==> config.mk <==
export PLATFORM = sky130hd
export DESIGN_NAME = div_shiftsub
export DESIGN_NICKNAME = d
export VERILOG_FILES = /design/src/rtl/div_shiftsub.sv
export SDC_FILE = /design/constraint.sdc
export NUM_CORES = 1
export LEC_CHECK = 0
export BUFFER_PORTS_ARGS = -buffer_cell sky130_fd_sc_hd__buf_2
export CORE_ASPECT_RATIO = 1.1
export CORE_MARGIN = 2
export CORE_UTILIZATION = 55
export CTS_BUF_LIST = sky130_fd_sc_hd__clkbuf_16
export DETAILED_ROUTE_END_ITERATION = 10
export HOLD_SLACK_MARGIN = 0.15
export PLACE_DENSITY = 0.83
export SLEW_MARGIN = 20
export SYNTH_ARGS = -nofsm -noshare
export SYNTH_HDL_FRONTEND = slang
export SYNTH_SLANG_ARGS = --single-unit
==> constraint.sdc <==
create_clock -name clk -period 4.7 [get_ports clk]
set_input_delay 0.235 -clock clk [delete_from_list [all_inputs] [get_ports clk]]
set_output_delay 0.235 -clock clk [all_outputs]
set_load 0.03 [all_outputs]
==> src/rtl/div_shiftsub.sv <==
// Restoring shift-subtract unsigned divider, one quotient bit per clock, MSB first.
// Optional result self-check built when DIV_SHIFTSUB_CHECK_EN is defined.
module div_shiftsub #(
    parameter int WIDTH_N = 8,
    parameter int WIDTH_D = 4
) (
    input  logic               clk,
    input  logic               rst_n,
    input  logic               start,
    input  logic [WIDTH_N-1:0] div_a,
    input  logic [WIDTH_D-1:0] div_b,
    output logic               busy,
    output logic               done,
    output logic [WIDTH_N-1:0] div_q,
    output logic [WIDTH_D-1:0] div_r,
    output logic               div_by_zero,
    output logic               check_err
);

    localparam int CW = $clog2(WIDTH_N + 1);

    typedef enum logic [1:0] {
        S_IDLE,
        S_CALC,
        S_DONE
    } state_t;

    state_t             r_state;
    state_t             w_next;
    logic [WIDTH_N-1:0] r_dvd;
    logic [WIDTH_N-1:0] r_q;
    logic [WIDTH_D-1:0] r_dvs;
    logic [WIDTH_D-1:0] r_rem;
    logic [CW-1:0]      r_cnt;
    logic               r_dbz;
    logic [WIDTH_D:0]   w_tmp;
    logic [WIDTH_D-1:0] w_diff;
    logic               w_ge;
    logic               w_accept;
    logic               w_zero;
    logic               w_last;

    assign w_accept = start && (r_state != S_CALC);
    assign w_zero   = (div_b == '0);
    assign w_last   = (r_cnt == CW'(WIDTH_N - 1));

    // The widened partial remainder is below 2*divisor, so the low bits suffice for the difference.
    assign w_tmp  = {r_rem, r_dvd[WIDTH_N-1]};
    assign w_ge   = (w_tmp >= {1'b0, r_dvs});
    assign w_diff = w_tmp[WIDTH_D-1:0] - r_dvs;

    always_ff @(posedge clk or negedge rst_n) begin
        if (!rst_n) begin
            r_state <= S_IDLE;
        end else begin
            r_state <= w_next;
        end
    end

    always_comb begin
        w_next = r_state;
        unique case (r_state)
            S_IDLE: begin
                if (w_accept) begin
                    w_next = w_zero ? S_DONE : S_CALC;
                end
            end
            S_CALC: begin
                if (w_last) begin
                    w_next = S_DONE;
                end
            end
            S_DONE: begin
                if (w_accept) begin
                    w_next = w_zero ? S_DONE : S_CALC;
                end else begin
                    w_next = S_IDLE;
                end
            end
            default: w_next = S_IDLE;
        endcase
    end

    always_ff @(posedge clk or negedge rst_n) begin
        if (!rst_n) begin
            r_dvd <= '0;
            r_dvs <= '0;
            r_rem <= '0;
            r_q   <= '0;
            r_cnt <= '0;
            r_dbz <= 1'b0;
        end else if (w_accept) begin
            r_dvd <= div_a;
            r_dvs <= div_b;
            r_rem <= '0;
            r_cnt <= '0;
            r_dbz <= w_zero;
            r_q   <= w_zero ? '1 : '0;
        end else if (r_state == S_CALC) begin
            r_dvd <= r_dvd << 1;
            r_rem <= w_ge ? w_diff : w_tmp[WIDTH_D-1:0];
            r_q   <= {r_q[WIDTH_N-2:0], w_ge};
            r_cnt <= r_cnt + 1'b1;
        end
    end

    assign busy        = (r_state == S_CALC);
    assign done        = (r_state == S_DONE);
    assign div_q       = r_q;
    assign div_r       = r_rem;
    assign div_by_zero = r_dbz;

`ifdef DIV_SHIFTSUB_CHECK_EN
    localparam int MW = WIDTH_N + WIDTH_D + 1;

    logic [WIDTH_N-1:0] r_a;
    logic [MW-1:0]      w_mac;
    logic               r_err;

    // The shift register consumes the dividend, so keep a copy to check against.
    always_ff @(posedge clk or negedge rst_n) begin
        if (!rst_n) begin
            r_a <= '0;
        end else if (w_accept) begin
            r_a <= div_a;
        end
    end

    assign w_mac = MW'(r_q) * MW'(r_dvs) + MW'(r_rem);

    always_ff @(posedge clk or negedge rst_n) begin
        if (!rst_n) begin
            r_err <= 1'b0;
        end else if (r_state == S_DONE && !r_dbz && w_mac != MW'(r_a)) begin
            r_err <= 1'b1;
        end
    end

    assign check_err = r_err;
`else
    assign check_err = 1'b0;
`endif

endmodule

======== Yosys cells after proc, flatten, opt, wreduce, memory -nomap -nowiden ========
Index checks and enable logic that the tools add are counted.
Widths: inputs -> output; s select.
word-level totals
  output and inout bits ................... 16
  register bits ........................... 31
  word-level logic and storage cells ...... 36
  input bits .............................. 15
operators by class
  eq/ne operators ......................... 6
  reduce and logical (&&, ||, !) cells .... 5
  order comparisons ....................... 1
  multiplexer cells ....................... 15
  add/subtract/negate cells ............... 2
operator list
  operator             count
  $mux 8               5
  $mux 4               5
  $mux 2               4
  $pmux 2 s3           1
  $ge 5x4->1           1
  $add 4x1->4 const B  1
  $eq 4x3->1 const B   1
  $logic_not 4->1      1
  $ne 2x1->1 const B   2
  $sub 4x4->4          1
  $eq 2x1->1 const B   1
  $eq 2x2->1 const B   1
  $logic_not 2->1      1
  $ne 2x2->1 const B   1
  $reduce_and 2->1     1
  $reduce_bool 2->1    1
  $logic_and 1x1->1    1

======== Longest topological paths before layout ========
Gate-level depths: netlist (run 1).
  depth in word-level cells ............... 4
  gate-level depth with buffers ........... 6
  gate-level depth less buffers ........... 6

======== Worst setup path after synthesis (run 1) ========
Ideal clock, no wire load.
  kind .................................... reg2reg
  start ................................... register r_rem[1] (netlist: div_r[1])
  end ..................................... register r_rem[2] (netlist: div_r[2])
  cell stages (with the launch flop) ...... 6
  required time ........................... 4.574 ns
  setup time .............................. 0.126 ns
  setup slack ............................. 2.705 ns
  arrival ................................. 1.868 ns
  cells stage by stage .................... dfrtp_1 ha_1 or2_2 a211oi_2 nor4_1 a311o_1
on the way
  word-level cells in the longest chain between the ends .. 4
  elaborated cells between the ends (all ways) .. 5
ends and longest elaborated chain
  item                                              line    RTL
  from (decl)                                       33      logic [WIDTH_D-1:0] r_rem;
  from (signal assigned)                            101     r_rem <= w_ge ? w_diff : w_tmp[WIDTH_D-1:0];
  $sub 4x4->4 / $ge 5x4->1 (equally long branches)  50, 49
  $mux 4 *                                          101
  $mux 4 *                                          99      end else if (r_state == S_CALC) begin
  $mux 4 *                                          92      end else if (w_accept) begin
Mark *: on every way between the ends. The rest lies on a longest branch, timed or not. The select of a mux whose other input is x is not followed.
A chain may end at the register's enable or synchronous reset.

======== Worst setup path after layout (run 1) ========
  start ................................... register r_state[0]
  end ..................................... output port busy
on the way
  word-level cells in the longest chain between the ends .. 1
ends and longest elaborated chain
  item                    line  RTL
  from (decl)             28    state_t r_state;
  from (signal assigned)  56    r_state <= w_next;
  $eq 2x1->1              107   assign busy = (r_state == S_CALC);
  to (decl)               12    output logic busy,
Every way passes these cells.

==> results.toml, run 1 <==
[run_status]
outcome = "finished clean"

[sta]
drv_slew = 0
finalHoldViolCount = 0
period_minus_slack_ns = 2.81
fin_crit_sh_pct = 59.7
finalSetupTns_ns = 0
hold_slack_ns = 0.208
worst_pin_slew_ns = 0.896
fmax_mhz = 356
rsz0062_at_grt = "false"
relSlewSlack_pct = 40.3
fin_skew_ns = 0.00262
setup_viol = 0
worst_slack_ns = 1.89

[cts]
cts_htree_levels = 2
root_buffer = "clkbuf_16"
clockBufferDepth = 2
cts_setup_buffers = 0
clkTransAtPathRegs_ns = 0.05
cts_made_buffers = 5
cts_hold_buf = 1
clock_latency_ns = 0.28
clock_sinks = 31
cts_tree = "yes"
cts_resized = 0

[finish]
antennaDiodeCount = 0
layout-drive-gt1-share_pct = 26.5
post-route-util_pct = 68.2
seqCellArea_sq_um = 776
syn_to_final_growth_pct = 19.4
fillers = 223
nNetsFinal = 201
final_area_sq_um = 1880
multi_input_area_sq_um = 736

[power]
combPwrFrac_pct = 47.9
power_frac_seq_pct = 31.8
p_leak_nw = 0.880
p_sw_mw = 0.632
powerDensity_nw_per_um2 = 796
internal_power_mw = 0.863
ir_drop_mv = 0.606
power_switching_share_pct = 42.2
pwr-share-clk_pct = 20.3

[routing]
vias = 1218
drt_pass1_iterations = 4
wl_microns = 3120
post_drt_wl_per_cell_microns = 14.6
viasPerCell = 5.69
drc = 0
drtIter0Drc = 37
ant_nets = 0

[placed_design]
post-place-ws_ns = 2.23
place_congestion = 0.802
dp_hpwl_microns = 2170
io_buffers = 29
placed_area_sq_um = 1730

[die]
die_width_microns = 55.0
initial_utilization_pct = 57.1
core_region_area_sq_um = 2750
rows = 20
die_h_microns = 60.1
die_area_sq_um = 3300
io_pins = 31

[logic_synthesis]
synth_seq_cells = 31
synth-seq-area-share_pct = 49.3
syn_nets = 172
synth.avg_cell_area_sq_um = 10.4
synth_area_sq_um = 1570
yosys_warnings = 0
syn_inst = 151
ys_types = 34

[setup_path]
end_kind = "output pin"
worstPathRequired_ns = 4.47
critPathArrivalTime_ns = 2.57
crit_type = "flop to output pin"
start_kind = "flop"
ff2ff_path_depth = 4
critPathMaxFanout = 28
rrSetupSlack_ns = 2.15

[global_route]
grt_use_total_pct = 22.5
grt_max_degree = 32
grt_pass1_vias = 1145
grt.overflow.total = 0
antenna_found_initial = 0
grt_pass1_wl_microns = 5110

[run]
maxCapViolations = 0

[min_path]
hold_depth = 2
hold_path.class = "primary input to flop"
power by group through the flow:
| stage | Combinational (mW) | Sequential, mW | Clock (mW) |
|---|---|---|---|
| after floorplan | 0.460 | 0.562 | 0 |
| after global placement | 0.675 | 0.469 | 0 |
| after detailed placement | 0.714 | 0.479 | 0 |
| after CTS | 0.719 | 0.475 | 0.310 |
| after global routing | 0.790 | 0.491 | 0.321 |
| final | 0.716 | 0.475 | 0.304 |
cell families (layout without fill, tap and decap cells):
group                    after synthesis  in the layout  share of synthesized area [%]
multiplexers                          14             14                           9.31
XOR/XNOR                               3              3                           1.67
other                                  1              1                          0.238
adder cells (fa/ha/maj)                6              6                           5.25
AO/OA/AOI/OAI                         30             30                           13.0
flip-flops                            31             31                           49.3
buffers and inverters                 15             45                           3.90
AND/OR/NAND/NOR                       51             51                           17.3
Yosys cell counts, drive strengths merged:
cell type,count,area share [%]
or3,1,0.48
nor2,10,2.4
xor2,3,1.7
dfrtp,31,49
nor4,4,1.6
buf,3,1.0
ha,5,4.0
a21oi,1,1.0
mux2,5,3.6
fa,1,1.3
a221oi,1,0.56
nand2,14,3.3
nor3b,2,0.95
clkinv,1,0.24
or2b,1,0.56
nor3,1,0.32
nand3b,3,1.4
o32ai,1,0.56
conb,1,0.24
or2,2,0.80
a211oi,1,0.80
o21ai,14,4.5
nor2b,2,0.80
nand3,1,0.32
mux2i,9,5.7
or4,1,0.72
clkbuf,6,1.4
o211ai,2,0.95
inv,5,1.2
nand2b,9,3.6
a311o,3,1.9
a31oi,7,2.8
final timing paths:
path | from | endpoint
worst max register to register | r_state[0] | div_r[1]
worst max-delay path | r_state[0] | busy
min in group asynchronous | rst_n | r_dvs[3]
worst min-delay path | div_b[1] | r_dvs[1]
worst min register to register | r_dvd[6] | r_dvd[7]
max in group asynchronous | rst_n | r_dvs[2]
layout by cell type (no fill, tap or decap), types with 2 or more instances in the layout:
cell type	netlist	routed
a311o_1	3	3
a31oi_1	7	7
buf_2	1	29
clkbuf_16	0	5
clkinv_1	1	3
dfrtp_1	31	31
ha_1	5	5
inv_1	5	5
mux2_2	5	5
mux2i_1	9	9
nand2_1	14	14
nand2b_1	9	9
nand3b_1	3	3
nor2_1	10	10
nor2b_1	2	2
nor3b_1	2	2
nor4_1	4	4
o211ai_1	2	2
o21ai_0	14	14
or2_2	2	2
xor2_1	3	3
per-layer routing:
layer	up-vias	wire length (microns)	GRT usage, %
met5	-	0	0
met4	0	59	11.5
met3	8	146	7.50
met2	37	1600	36.1
met1	586	1320	26.3
li1	587	-	-
sequential cells by signal, indices dropped and copies added (netlist names):
| signal | flops |
|---|---|
| r_dvd | 8 |
| div_q | 8 |
| r_state | 2 |
| div_r | 4 |
| r_dvs | 4 |
| r_cnt | 4 |
| div_by_zero | 1 |
stage by stage:
step | instances | power, mW
2_1_floorplan | 151 | 1.02
3_3_place_gp | 205 | 1.14
3_5_place_dp | 205 | 1.19
4_1_cts | 214 | 1.50
5_1_grt | 214 | 1.60
6_report | 214 | 1.49
critical path: stages, from the launching register on:
cell and delay, ns:
dfrtp_1 0.40, nand2b_1 0.65, clkinv_1 0.84, buf_2 0.41
layout make-up:
cell class	instances	area share, %
clock buffer	5	6.66
clock inverter	3	0.799
inverter	6	1.20
multi-input combinational	105	39.2
sequential	31	41.3
tap	33	2.20
timing repair buffer	31	8.66
(Power assumes the default switching activity.)
==> run 2, diff against run 1 <==
Settings changed: CORE_UTILIZATION 55 to 49, PLACE_DENSITY 0.83 to 0.78.
Clock period 4.7 ns to 2.5 ns, I/O delays scaled along.
==> results.toml, run 2 (synthesis results as in run 1) <==
[routing]
vias = 1227
drtIter0Drc = 58
post_drt_wl_per_cell_microns = 13.6
drc = 0
ant_nets = 0
wl_microns = 3020
drt_pass1_iterations = 4
viasPerCell = 5.53

[sta]
finalHoldViolCount = 0
fmax_mhz = 460
period_minus_slack_ns = 2.17
rsz0062_at_grt = "false"
finalSetupTns_ns = 0
worst_pin_slew_ns = 0.676
drv_slew = 0
fin_skew_ns = 0.00113
fin_crit_sh_pct = 86.9
relSlewSlack_pct = 54.9
setup_viol = 0

[cts]
cts_htree_levels = 2
cts_hold_buf = 6
cts_resized = 0
clock_sinks = 31
root_buffer = "clkbuf_16"
clkTransAtPathRegs_ns = 0.05
clockBufferDepth = 2
cts_setup_buffers = 0
cts_tree = "yes"
clock_latency_ns = 0.27
cts_made_buffers = 5

[finish]
layout-drive-gt1-share_pct = 27.7
instances_no_fill = 222
antennaDiodeCount = 0
nNetsFinal = 208
final_common_cell = "dfrtp_1"
mostFrequentLayoutCells = "31 x dfrtp_1, 29 x buf_2, 14 x nand2_1, 14 x o21ai_0, 10 x nor2_1"
syn_to_final_growth_pct = 23.6
fillers = 245

[global_route]
grt_max_degree = 32
grt_use_total_pct = 19.1
grt.overflow.total = 0
antenna_found_initial = 0
grt_pass1_vias = 1207
grt_pass1_wl_microns = 5290

[min_path]
holdPathEnd = "r_dvd[3]"
hold_depth = 3
hold_path.class = "primary input to flop"
min_from = "div_a[3]"

[die]
initial_utilization_pct = 51.6
core_region_area_sq_um = 3050
io_pins = 31
die_width_microns = 58.0
die_h_microns = 63.4
die_area_sq_um = 3680
rows = 21

[setup_path]
critPathMaxFanout = 20
rrSetupSlack_ns = 0.53
crit_type = "flop to output pin"
worstPathRequired_ns = 2.38
r2r-start = "div_r[1]"
ff2ff_path_depth = 5
rr_endpoint = "div_r[2]"
end_kind = "output pin"
start_kind = "flop"
critPathArrivalTime_ns = 2.05

[placed_design]
post-place-cells = 208
io_buffers = 29
dp_hpwl_microns = 2100
place_congestion = 0.793

[power]
p_leak_nw = 0.919
ir_drop_mv = 1.03
powerDensity_nw_per_um2 = 1440

[run]
maxCapViolations = 0

[run_status]
outcome = "finished clean"
## run 2: through the flow
step / worst slack (ns) / util [%] / total power, mW / hold slack [ns] / cell area, sq um
floorplan: 0.505 / - / 1.92 / -0.171 / 1570
detailed placement: 0.534 / 57.2 / 2.25 / 0.203 / 1740
global placement: 0.605 / 57.2 / 2.19 / 0.194 / 1740
CTS: 0.334 / 63.8 / 2.83 / 0.156 / 1940
finish: 0.327 / 63.8 / 2.80 / 0.156 / 1940
global route: 0.143 / 63.8 / 3.03 / 0.197 / 1940
## run 2: metal layers
layer  part of all wire [%]  vias to the layer above  GRT usage (%)  routed length [microns]
li1                       -                      603              -                        -
met1                     42                      575           23.2                     1270
met2                     49                       43           30.5                     1480
met3                    6.5                        6           6.16                      196
met4                    2.3                        0           8.72                       68
met5                      0                        -              0                        0
## run 2: worst max-delay path, cell delays in order (launching register included)
cell and delay [ns]:
dfrtp_1 0.40, nand2b_1 0.47, clkinv_1 0.41, buf_4 0.30, buf_2 0.19
## run 2: where the power goes
part	total (mW)	leakage [nW]	internal, mW	switching (mW)
clock network	0.559	0.0733	0.362	0.198
registers	0.888	0.385	0.731	0.157
logic	1.36	0.460	0.557	0.800
total	2.80	0.919	1.65	1.15
## run 2: final cells by class
type,count,area (sq um),share of cell area (%)
clock inverter,3,15.0,0.772
clock buffer,5,125,6.44
multi-input combinational,105,736,37.8
inverter,6,22.5,1.16
tap,34,42.5,2.19
sequential,31,776,39.9
timing repair buffer,38,228,11.7
## run 2: worst max path at each step
| stage | from | end | cells after the start |
|---|---|---|---|
| 2_1_floorplan | div_r[1] | div_r[2] | 5 |
| 3_3_place_gp | div_r[1] | div_r[2] | 5 |
| 3_5_place_dp | div_r[1] | div_r[2] | 5 |
| 4_1_cts | r_state[0] | busy | 4 |
| 5_1_grt | r_state[0] | busy | 4 |
| 6_report | r_state[0] | busy | 4 |
